`src/rtl/alu_pipe.sv`:
```
`default_nettype none
// ----------------------------------------------------------------------------
// alu_pipe : two-stage valid/ready pipelined ALU with registered N/Z/C/V flags
//            and a completed-transfer counter. Optional: ALU_PIPE_SAT_EN.
// Revision : 1.0
// ----------------------------------------------------------------------------
module alu_pipe #(
  parameter int WIDTH = 8,
  parameter int CNT_W = 16
) (
  input  logic             clk,
  input  logic             rst,
  input  logic             in_valid,
  output logic             in_ready,
  input  logic [WIDTH-1:0] a,
  input  logic [WIDTH-1:0] b,
  input  logic [2:0]       alu_control,
  output logic             out_valid,
  input  logic             out_ready,
  output logic [WIDTH-1:0] result,
  output logic             c,
  output logic             v,
  output logic             n,
  output logic             z,
  output logic [CNT_W-1:0] op_count
);

  localparam logic [2:0] OP_ADD   = 3'b000;
  localparam logic [2:0] OP_SUB   = 3'b001;
  localparam logic [2:0] OP_AND   = 3'b010;
  localparam logic [2:0] OP_OR    = 3'b011;
  localparam logic [2:0] OP_PASSB = 3'b100;
  localparam logic [2:0] OP_XOR   = 3'b101;
  localparam logic [2:0] OP_ANDN  = 3'b110;
  localparam logic [2:0] OP_NOTA  = 3'b111;

  logic             s1_valid_q;
  logic [WIDTH-1:0] s1_a_q;
  logic [WIDTH-1:0] s1_b_q;
  logic [2:0]       s1_op_q;

  logic             out_valid_q;
  logic [WIDTH-1:0] result_q;
  logic             c_q, v_q, n_q, z_q;
  logic [CNT_W-1:0] cnt_q;

  logic             in_xfer;
  logic             out_xfer;
  logic             s2_load;

  logic [WIDTH-1:0] b_eff;
  logic [WIDTH:0]   sum;
  logic             arith;
  logic             ovf;
  logic [WIDTH-1:0] result_d;
  logic             c_d, v_d, n_d, z_d;

  // S2 may load whenever its current contents leave this cycle or it is empty.
  assign s2_load  = s1_valid_q && (!out_valid_q || out_ready);
  assign in_ready = !s1_valid_q || !out_valid_q || out_ready;
  assign in_xfer  = in_valid && in_ready;
  assign out_xfer = out_valid_q && out_ready;

  always_comb begin
    b_eff    = (s1_op_q == OP_SUB) ? ~s1_b_q : s1_b_q;
    sum      = {1'b0, s1_a_q} + {1'b0, b_eff} + (WIDTH+1)'(s1_op_q == OP_SUB);
    arith    = (s1_op_q == OP_ADD) || (s1_op_q == OP_SUB);
    // SUB runs through the adder with ~b, so one overflow rule covers both.
    ovf      = arith && (s1_a_q[WIDTH-1] == b_eff[WIDTH-1])
                     && (sum[WIDTH-1] != s1_a_q[WIDTH-1]);
    result_d = '0;
    case (s1_op_q)
      OP_ADD:   result_d = sum[WIDTH-1:0];
      OP_SUB:   result_d = sum[WIDTH-1:0];
      OP_AND:   result_d = s1_a_q & s1_b_q;
      OP_OR:    result_d = s1_a_q | s1_b_q;
      OP_PASSB: result_d = s1_b_q;
      OP_XOR:   result_d = s1_a_q ^ s1_b_q;
      OP_ANDN:  result_d = s1_a_q & ~s1_b_q;
      OP_NOTA:  result_d = ~s1_a_q;
      default:  result_d = '0;
    endcase
`ifdef ALU_PIPE_SAT_EN
    // On overflow the true sign is the sign of a.
    if (ovf) begin
      result_d = s1_a_q[WIDTH-1] ? {1'b1, {(WIDTH-1){1'b0}}}
                                 : {1'b0, {(WIDTH-1){1'b1}}};
    end
`else
`endif
    c_d = arith && sum[WIDTH];
    v_d = ovf;
    n_d = result_d[WIDTH-1];
    z_d = (result_d == '0);
  end

  always_ff @(posedge clk or posedge rst) begin
    if (rst) begin
      s1_valid_q <= 1'b0;
      s1_a_q     <= '0;
      s1_b_q     <= '0;
      s1_op_q    <= '0;
    end else begin
      if (in_xfer) begin
        s1_valid_q <= 1'b1;
        s1_a_q     <= a;
        s1_b_q     <= b;
        s1_op_q    <= alu_control;
      end else if (s2_load) begin
        s1_valid_q <= 1'b0;
      end
    end
  end

  always_ff @(posedge clk or posedge rst) begin
    if (rst) begin
      out_valid_q <= 1'b0;
      result_q    <= '0;
      c_q         <= 1'b0;
      v_q         <= 1'b0;
      n_q         <= 1'b0;
      z_q         <= 1'b0;
      cnt_q       <= '0;
    end else begin
      if (s2_load) begin
        out_valid_q <= 1'b1;
        result_q    <= result_d;
        c_q         <= c_d;
        v_q         <= v_d;
        n_q         <= n_d;
        z_q         <= z_d;
      end else if (out_xfer) begin
        out_valid_q <= 1'b0;
      end
      if (out_xfer) begin
        cnt_q <= cnt_q + CNT_W'(1);
      end
    end
  end

  assign out_valid = out_valid_q;
  assign result    = result_q;
  assign c         = c_q;
  assign v         = v_q;
  assign n         = n_q;
  assign z         = z_q;
  assign op_count  = cnt_q;

endmodule
`default_nettype wire

```
`config.mk`:
```
export PLATFORM = sky130hd
export DESIGN_NAME = alu_pipe
export DESIGN_NICKNAME = d
export VERILOG_FILES = /design/src/rtl/alu_pipe.sv
export SDC_FILE = /design/constraint.sdc
export NUM_CORES = 1
export LEC_CHECK = 0
export ABC_AREA = 1
export CAP_MARGIN = 10
export CORE_ASPECT_RATIO = 2
export CORE_MARGIN = 2
export CORE_UTILIZATION = 48
export CTS_CLUSTER_DIAMETER = 50
export DETAILED_ROUTE_END_ITERATION = 10
export PLACE_DENSITY_LB_ADDON = 0.1
export SETUP_SLACK_MARGIN = 0.05
export SKIP_CTS_REPAIR_TIMING = 1
export SYNTH_ARGS = -nofsm -noshare
export SYNTH_HDL_FRONTEND = slang
export SYNTH_SLANG_ARGS = --single-unit
```
`constraint.sdc`:
```
create_clock -name clk -period 2.8 [get_ports clk]
set_input_delay 0.28 -clock clk [delete_from_list [all_inputs] [get_ports clk]]
set_output_delay 0.28 -clock clk [all_outputs]
set_load 0.02 [all_outputs]
```
==> reports/summary.txt, run 1 <==
Number of different library cells in the post-synthesis netlist - 43
Post-DRT Antenna Nets - 0
Kind of end point of the critical path - flop
Initial core utilization - 48.8%
Relative area change from synthesis to final layout - 23.2%
Number of vias after detailed routing - 2745
Die extent in y - 119 um
Share of layout cells above drive strength 1 - 9.70%
Number of detailed-routing iterations run before antenna repair - 4
Status - finished, final reports clean
NumNets Final - 504
Top-Level Pins - 53
Maximum number of buffers from clock root to sink - 2
Part of the Yosys area used for sequential elements - 37.7%
Die boundary width - 61.6 um
Number of fillers in the final layout - 657
Overall routing resource usage - 22.7%
Average wire per standard cell - 13.5 um
Number of sinks on the clock net - 48
Setup Viol. Count Final - 0
Hold violation count in the final report - 0
CTS tree - yes
Final max-slew violation count - 0
Part of the cycle the worst path needs - 87.2%
Mapped Cells - 410
Number of standard cells in the final layout excluding fillers - 552
Initial DRC count - 119
Biggest fanout along the worst timing path - 8
Transition time at the pin with the least slew margin - 0.525 ns
Setup_tns - 0 ns
Clock transition at the register clock pins on the worst setup and hold paths after CTS - 0.07 ns
Post-synthesis instance area - 0.00318 mm2
Top library cells by usage in the layout, fill and taps aside - 93 x nand2_1, 52 x inv_1, 52 x clkdlybuf4s50_1
Clock Tree Root - clkbuf_16
Fmax - 410 MHz
Area enclosed by the die boundary - 0.00734 mm2
Count of max-cap constraint violations - 0
Count of state elements after synthesis - 48
Worst-skew pair later-pin latency - 0.29 ns
Number of standard-cell rows in the floorplan - 42
Leakage Power - 0.00195 uW
Last weighted congestion value of the routability-driven placer - 0.877
Initial antenna violation count - 0
Global route overflow - 0
Placeable core region - 0.00652 mm2
Detail Placement HPWL - 6040 um
Leading cell type in the layout, fill and taps excluded - nand2_1
Arrival time worst endpoint - 2.66 ns
Mapped Nets - 451
Aggregate routed wire length - 7430 um
DRC violation count after routing - 0
Category of the most critical setup path - flop to flop
Via-to-Cell Ratio - 4.97
Final core utilization - 60.2%
Diodes inserted - 0
Critical Path Most Common Cell - nand3_1
P per Cell Area - 747 mW/mm2
Placed Cells incl. Taps - 544
Startpoint type of the worst setup path - flop
Minimum clock period - 2.44 ns
Critical path's slowest cell - dfrtp_1
Final WS setup - 0.360 ns
Worst slew margin relative to its limit - 64.9%
Setup clock skew after layout - 0.00436 ns
CTS Buf Count - 5
Unrepaired setup endpoints after global routing - no
Mean instance size in the synthesized netlist - 7.76 um2
First-pass GRT wire length - 12700 um
Max H-tree Level - 2
Largest vdd supply drop - 541 uV
Data required, critical path - 3.02 ns
Setup slack after placement - 0.369 ns
Class of the tightest hold or removal check - input pin to asynchronous set/reset pin
Yosys synthesis warning count - 0
Number of global-route vias before repair - 2785
Delay of the slowest cell on the worst path - 0.56 ns
Largest net degree at the start of global routing - 39
Count of buffers inserted at the top-level ports - 52
Worst-path cell chain - inv_4 -> nand3_4 -> xor2_1 -> fa_1 -> inv_1 -> nand3_1 -> nand2_1 -> nand2_1 -> nand3_1 -> nand3_1 -> nor2_1 -> nand4_1 -> o21ai_2
cell usage after synthesis:
| cell | number | area share (%) |
|---|---|---|
| nand2_1 | 93 | 11 |
| inv_1 | 53 | 6.2 |
| nor2_1 | 51 | 6.0 |
| dfrtp_1 | 48 | 38 |
| nand3_1 | 28 | 4.4 |
| a21oi_1 | 26 | 4.1 |
| ha_1 | 17 | 6.7 |
| xor2_1 | 15 | 4.1 |
| nand4_1 | 10 | 2.0 |
| xnor2_1 | 8 | 2.2 |
| nand2_2 | 6 | 1.2 |
| inv_2 | 5 | 0.59 |
| o21ai_0 | 4 | 0.63 |
| clkbuf_1 | 3 | 0.35 |
| nand2_4 | 3 | 1.1 |
| nand3_2 | 3 | 0.94 |
| nor2_2 | 3 | 0.59 |
| nor3_1 | 3 | 0.47 |
| o21ai_1 | 3 | 0.47 |
| buf_2 | 2 | 0.31 |
| buf_6 | 2 | 0.71 |
| nor2_4 | 2 | 0.71 |
| nor3_2 | 2 | 0.63 |
| a211oi_4 | 1 | 0.63 |
| a22oi_1 | 1 | 0.24 |
| a31oi_1 | 1 | 0.20 |
| and2_1 | 1 | 0.20 |
| buf_4 | 1 | 0.24 |
| buf_8 | 1 | 0.47 |
| fa_1 | 1 | 0.63 |
| inv_4 | 1 | 0.20 |
| mux2_2 | 1 | 0.35 |
| nand3_4 | 1 | 0.55 |
| nand3b_4 | 1 | 0.63 |
| nor2_8 | 1 | 0.63 |
| nor4_2 | 1 | 0.39 |
| o211ai_1 | 1 | 0.24 |
| o21a_1 | 1 | 0.24 |
| o21ai_2 | 1 | 0.28 |
| o22ai_1 | 1 | 0.20 |
| o31ai_1 | 1 | 0.24 |
| or2_1 | 1 | 0.20 |
| or2_2 | 1 | 0.20 |
through the flow:
stage	instance area [um2]	hold WS, ns	total power (uW)
6_report	3920	0.345	2930
5_1_grt	3920	0.387	3160
3_5_place_dp	3770	0.468	2320
3_3_place_gp	3770	0.461	2300
4_1_cts	3920	0.366	2960
2_1_floorplan	3180	0.439	1870
metal layers:
layer | share of wire (%) | GRT usage (%) | wire length [um] | vias up
met4 | 3.6 | 9.57 | 264 | 0
met1 | 41 | 27.7 | 3030 | 1259
met2 | 52 | 37.8 | 3880 | 65
li1 | - | - | - | 1402
met3 | 3.5 | 3.58 | 260 | 19
met5 | 0 | 0 | 0 | -
cells by family after synthesis:
kind of cell	share of synthesized area (%)
compound gates	7.43
xor+xnor	6.33
fa+ha+maj	7.31
buf+inv	9.12
flops	37.7
mux	0.354
simple gates	31.7
critical path: cells and delay by family, from the launching register on:
| kind | cells | cell delay (ns) |
|---|---|---|
| AND/OR/NAND/NOR | 8 | 0.79 |
| flip-flops | 1 | 0.56 |
| adder cells (fa/ha/maj) | 1 | 0.45 |
| buffers and inverters | 2 | 0.23 |
| XOR/XNOR | 1 | 0.22 |
| AO/OA/AOI/OAI | 1 | 0.14 |
power breakdown:
part           internal, uW  switching [uW]
Combinational           545             782
Sequential              841             141
Clock                   357             264
state kept, by name (all words and copies together) (netlist names), 3 cells and up:
name      flops
op_count     16
result        8
s1_a_q        8
s1_b_q        8
s1_op_q       3
area by class of cell:
cell class / instances / area [um2] / share of cell area (%)
repair buffers: 55 / 543 / 13.8
inverters: 59 / 224 / 5.71
clock buffers: 6 / 139 / 3.54
clock inverters: 2 / 13.8 / 0.351
well taps: 88 / 110 / 2.81
flip-flops and latches: 48 / 1200 / 30.6
multi-input cells: 294 / 1690 / 43.1
path summary, 6_finish.rpt:
check | depth (start not counted) | endpoint | slack, ns | from
max | 13 | z | 0.36 | s1_op_q[1]
max in group asynchronous | 3 | s1_b_q[3] | 1.73 | rst
max reg2reg | 13 | z | 0.36 | s1_op_q[1]
min reg2reg | 1 | op_count[15] | 0.47 | op_count[15]
min in group clk | 1 | op_count[15] | 0.47 | op_count[15]
min | 2 | c | 0.35 | rst
(Power assumes the default switching activity.)
==> run 2: changes to the inputs <==
--- a/config.mk
+++ b/config.mk
@@ -6,7 +6,7 @@
 export NUM_CORES = 1
 export LEC_CHECK = 0
 export ABC_AREA = 1
-export CAP_MARGIN = 10
+export CAP_MARGIN = 30
 export CORE_ASPECT_RATIO = 2
 export CORE_MARGIN = 2
 export CORE_UTILIZATION = 48
==> results of run 2 <==
The final DEF is identical to that of run 1; final timing and power are the same.
==> RTL change 1: new RTL, flow settings as in run 2 <==
Add a define of `ALU_PIPE_SAT_EN`.
--- a/src/rtl/alu_pipe.sv
+++ b/src/rtl/alu_pipe.sv
@@ -6,2 +6,4 @@
 // ----------------------------------------------------------------------------
+`define ALU_PIPE_SAT_EN
+
 module alu_pipe #(
Function: changed (a bounded check fails within 4 cycles, from zero or initial values and one cycle with rst high).
==> RTL change 1 against run 2 <==
Non-clock buffer count rose by 2. Worst setup slack got worse by 0.015 ns. Global-route usage rose by 0.054 points. Clock power barely moved. Highest routed layer unchanged. Cell area fell by 4.0%. Count of clock-buffer cells in the layout did not move. Synthesized area fell by 5.9%. Largest power group unchanged. Power fell by 0.40%. Critical path type unchanged. Largest cell class unchanged. Combinational power barely moved. Sequential cell count did not move. Sequential share of layout area rose by 1.3 points. First-iteration DRC count fell by 55%. Die area fell by 5.6%. Wire length fell by 5.8%.
==> RTL change 1: results (changes against run 2) <==
place:
  place_inst: 490  # was 544
  placed_cell_area_um2: 3600  # was 3770 µm²
  dp_hpwl_um: 5560  # was 6040 µm
  globalplace.congestion: 0.910  # was 0.877
  pre_cts_ws_ns: 0.342  # was 0.369 ns
outcome:
  run_status: "finished clean"  # unchanged
synth:
  postSynthNetCount: 416  # was 451
  synth.cells.most_frequent: "70 x sky130_fd_sc_hd__nand2_1, 51 x sky130_fd_sc_hd__nor2_1, 48 x sky130_fd_sc_hd__dfrtp_1, 45 x sky130_fd_sc_hd__inv_1, 31 x sky130_fd_sc_hd__a21oi_1"  # was 93 x sky130_fd_sc_hd__nand2_1, 53 x sky130_fd_sc_hd__inv_1, 51 x sky130_fd_sc_hd__nor2_1, 48 x sky130_fd_sc_hd__dfrtp_1, 28 x sky130_fd_sc_hd__nand3_1
  synthTopCellsByArea: "sky130_fd_sc_hd__dfrtp_1 40%, sky130_fd_sc_hd__nand2_1 8.8%, sky130_fd_sc_hd__ha_1 6.7%, sky130_fd_sc_hd__nor2_1 6.4%, sky130_fd_sc_hd__inv_1 5.6%"  # was sky130_fd_sc_hd__dfrtp_1 38%, sky130_fd_sc_hd__nand2_1 11%, sky130_fd_sc_hd__ha_1 6.7%, sky130_fd_sc_hd__inv_1 6.3%, sky130_fd_sc_hd__nor2_1 6.0%
  synth_seq_area_share: 0.401  # was 0.377
timing:
  max_slew_margin: 0.684  # was 0.649
route:
  number_of_drc_markers_in_iteration_0: 53  # was 119
  met3_wire_length_um: 268  # was 260 µm
  wirelength_um: 7000  # was 7430 µm
  met2WireLength_um: 3830  # was 3880 µm
  wl_per_cell_um: 14.1  # was 13.5 µm
  wirelength_met1_um: 2570  # was 3030 µm
cells_and_area:
  fin_nets: 474  # was 504
worst_setup_path:
  timing.critical_path.slowest_cell_delay_ns: 0.43  # was 0.56 ns
  crit_fanout: 9  # was 8
power_and_ir_drop:
  irDropWorstVdd_mv: 0.677  # was 0.541 mV
  cell_internal_pwr_mw: 1.76  # was 1.74 mW
  leakage_nw: 1.85  # was 1.95 nW
global_routing:
  gr-usage-met3: 0.0324  # was 0.0358
  wire_length_of_the_first_global_routing_pass_um: 12100  # was 12700 µm
  grt_pass1_vias: 2746  # was 2785
  grt_start_max_net_pins: 40  # was 39
  groute.usage.overall: 0.227  # about the same
RTL change 1: cell types whose count changed in the layout (fill, tap and decap cells not counted), sizes merged, moves of 3 or more:
cell / run 2 / this run
o21ai: 8 / 12
xor2: 15 / 12
a21oi: 26 / 31
nand3: 32 / 20
nand2: 102 / 79
o22ai: 1 / 5
inv: 60 / 48
nor2: 57 / 54
RTL change 1: path summary, 6_finish.rpt:
path	endpoint	from	slack (ns)	cells after the start
setup / recovery	z	s1_op_q[1]	0.34	16
hold / removal	s1_b_q[4]	rst	0.16	2
setup reg to reg	z	s1_op_q[1]	0.34	16
hold reg to reg	op_count[15]	op_count[15]	0.48	1
max in group asynchronous	s1_op_q[2]	rst	2.16	3
min in group clk	op_count[15]	op_count[15]	0.48	1
RTL change 1: power by group through the flow:
stage	Sequential, mW	Clock (mW)	Combinational (mW)
after global routing	0.994	0.663	1.48
after floorplan	1.10	0	0.737
final	0.971	0.622	1.33
after CTS	0.975	0.636	1.32
after detailed placement	0.986	0	1.31
after global placement	0.979	0	1.29
RTL change 1: final cells by class:
| class | count | area [µm²] |
|---|---|---|
| fill | 565 | 2240 |
| tap | 63 | 78.8 |
| sequential | 48 | 1200 |
| multi-input combinational | 274 | 1590 |
| timing repair buffer | 57 | 558 |
| clock buffer | 6 | 139 |
| inverter | 48 | 183 |
| clock inverter | 2 | 13.8 |
RTL change 1: cell families (layout without fill, tap and decap cells):
kind of cell | Yosys count | count (layout) | share of synthesized area
AOI/OAI and AO/OA | 60 | 60 | 0.116
and+or+nand+nor | 176 | 176 | 0.277
xor gates and xnor gates | 20 | 20 | 0.0585
muxes | 1 | 1 | 0.00376
adders and majority gates | 17 | 17 | 0.0735
buffers and inverters | 54 | 113 | 0.0702
DFF | 48 | 48 | 0.401
==> RTL change 2: new RTL, config.mk and constraints of run 2 <==
Made on the original files. Make the reset (`rst`) synchronous in 2 clocked blocks.
--- a/src/rtl/alu_pipe.sv
+++ b/src/rtl/alu_pipe.sv
@@ -96,3 +96,3 @@
 
-  always_ff @(posedge clk or posedge rst) begin
+  always_ff @(posedge clk) begin
     if (rst) begin
@@ -114,3 +114,3 @@
 
-  always_ff @(posedge clk or posedge rst) begin
+  always_ff @(posedge clk) begin
     if (rst) begin
Formal check against the unedited RTL: differs if rst is asserted again (counterexample within 4 cycles, from zero or initial values and one cycle with rst high); with rst held inactive, the same outputs for 10 cycles.
==> RTL change 2 against run 2 <==
Worst setup slack worse by 0.012 ns. Synthesized area is 5.1% lower. Via count is 8.5% higher. Fmax is 0.50% lower. Count of clock-buffer cells in the layout is 1 higher. Wire length is 2.1% higher. Sequential cell count stayed put. Cell area is 5.0% lower.
Power is not compared: it rests on default switching activity, and its combinational part moved more than twofold at a synthesized area within 25%.
==> RTL change 2: results (changes against run 2) <==
place:
  globalplace.congestion: 0.984  # was 0.877
  pre_cts_ws_ns: 0.384  # was 0.369 ns
  placed_cell_area_um2: 3580  # was 3770 µm²
timing:
  timing.clock.skew_ns: 0.00622  # was 0.00436 ns
  layout_worst_path_cycle_share: 0.876  # was 0.872
  worstMarginPinSlew_ns: 0.380  # was 0.525 ns
synth:
  yosysUniqueCellTypes: 41  # was 43
  synth_seq_area_share: 0.318  # was 0.377
  synth.cells.most_frequent: "81 x sky130_fd_sc_hd__nand2_1, 58 x sky130_fd_sc_hd__inv_1, 48 x sky130_fd_sc_hd__dfxtp_1, 43 x sky130_fd_sc_hd__nor2_1, 40 x sky130_fd_sc_hd__a21oi_1"  # was 93 x sky130_fd_sc_hd__nand2_1, 53 x sky130_fd_sc_hd__inv_1, 51 x sky130_fd_sc_hd__nor2_1, 48 x sky130_fd_sc_hd__dfrtp_1, 28 x sky130_fd_sc_hd__nand3_1
  synthArstFlopShare: 0  # was 1.00
  synthTopCellsByArea: "sky130_fd_sc_hd__dfxtp_1 32%, sky130_fd_sc_hd__nand2_1 10%, sky130_fd_sc_hd__inv_1 7.2%, sky130_fd_sc_hd__ha_1 7.0%, sky130_fd_sc_hd__a21oi_1 6.6%"  # was sky130_fd_sc_hd__dfrtp_1 38%, sky130_fd_sc_hd__nand2_1 11%, sky130_fd_sc_hd__ha_1 6.7%, sky130_fd_sc_hd__inv_1 6.3%, sky130_fd_sc_hd__nor2_1 6.0%
route:
  number_of_drc_markers_in_iteration_0: 100  # was 119
  wl_per_cell_um: 13.3  # was 13.5 µm
  vias: 2978  # was 2745
worst_setup_path:
  crit_fanout: 9  # was 8
  endpoint_arrival_time_on_the_critical_path_ns: 2.68  # was 2.66 ns
  timing.critical_path.slowest_cell_delay_ns: 0.44  # was 0.56 ns
  worst_setup_path_startpoint: "s1_op_q[1]"  # unchanged
  crit_path_top_delay_cell: "sky130_fd_sc_hd__fa_1"  # was sky130_fd_sc_hd__dfrtp_1
cells_and_area:
  post_route_cells_drive_above_1_share: 0.0698  # was 0.0970
  final.fill_count: 592  # was 657
  fin_nets: 527  # was 504
global_routing:
  grt_pass1_vias: 2826  # was 2785
  wire_length_of_the_first_global_routing_pass_um: 12700  # about the same
  groute.usage.overall: 0.240  # was 0.227
outcome:
  run_status: "finished clean"  # unchanged
hold_path:
  holdCritPathClass: "reg -> reg"  # was in -> async
## RTL change 2: changes by cell type after synthesis, moves of 3 or more
cell,run 2,this run
sky130_fd_sc_hd__a21oi_1,26,40
sky130_fd_sc_hd__buf_4,1,4
sky130_fd_sc_hd__clkbuf_1,3,6
sky130_fd_sc_hd__dfrtp_1,48,0
sky130_fd_sc_hd__dfxtp_1,0,48
sky130_fd_sc_hd__inv_1,53,58
sky130_fd_sc_hd__nand2_1,93,81
sky130_fd_sc_hd__nor2_1,51,43
sky130_fd_sc_hd__nor3_1,3,8
sky130_fd_sc_hd__o21ai_0,4,37
sky130_fd_sc_hd__xnor2_1,8,0
sky130_fd_sc_hd__xor2_1,15,10
## RTL change 2: worst register-to-register path, delay by kind of cell, from the launching register on
family / cells / cell delay, ns
simple gates: 7 / 0.82
compound gates: 2 / 0.26
fa+ha+maj: 1 / 0.45
xor+xnor: 1 / 0.21
flops: 1 / 0.42
buf+inv: 2 / 0.23
## RTL change 2: routing by layer
layer / global-route usage / vias to the layer above / routed length [µm]
met4: 0.141 / 0 / 347
li1: - / 1531 / -
met3: 0.0321 / 22 / 187
met5: 0 / - / 0
met2: 0.460 / 72 / 4400
met1: 0.226 / 1353 / 2660
## RTL change 2: through the flow
stage               hold WS, ns  std cells  total power, mW
finish                    0.466        571             1.80
global route              0.493        571             1.90
CTS                       0.472        571             1.82
detailed placement        0.463        563             1.20
global placement          0.457        563             1.19
floorplan                 0.435        438             1.06
## RTL change 2: how the worst min path moves through the flow
stage                             from            to  slack, ns
after detailed placement  op_count[15]  op_count[15]       0.46
after floorplan               in_valid    s1_valid_q       0.43
after global routing                 c             c       0.49
final                     op_count[15]  op_count[15]       0.47
after CTS                 op_count[15]  op_count[15]       0.47
after global placement    op_count[15]  op_count[15]       0.46
## RTL change 2: where the power goes
group          leakage [nW]  internal (mW)  total [mW]  switching, mW
logic                  1.15          0.174       0.440          0.265
registers             0.394          0.717       0.748         0.0305
clock network        0.0701          0.356       0.609          0.253
total                  1.62           1.25        1.80          0.549
## RTL change 2: final cells by class
cell class,instances,area [µm²],area share
clock buffer,7,143,0.0383
clock inverter,1,7.51,0.00201
inverter,63,249,0.0668
multi-input combinational,311,1700,0.457
sequential,48,961,0.258
tap,84,105,0.0282
timing repair buffer,57,558,0.150
## RTL change 2: cells by family after synthesis
logic type | after synthesis | share of synthesized area
simple gates | 189 | 0.286
fa+ha+maj | 18 | 0.0770
xor+xnor | 10 | 0.0290
buf+inv | 79 | 0.118
compound gates | 94 | 0.172
flops | 48 | 0.318
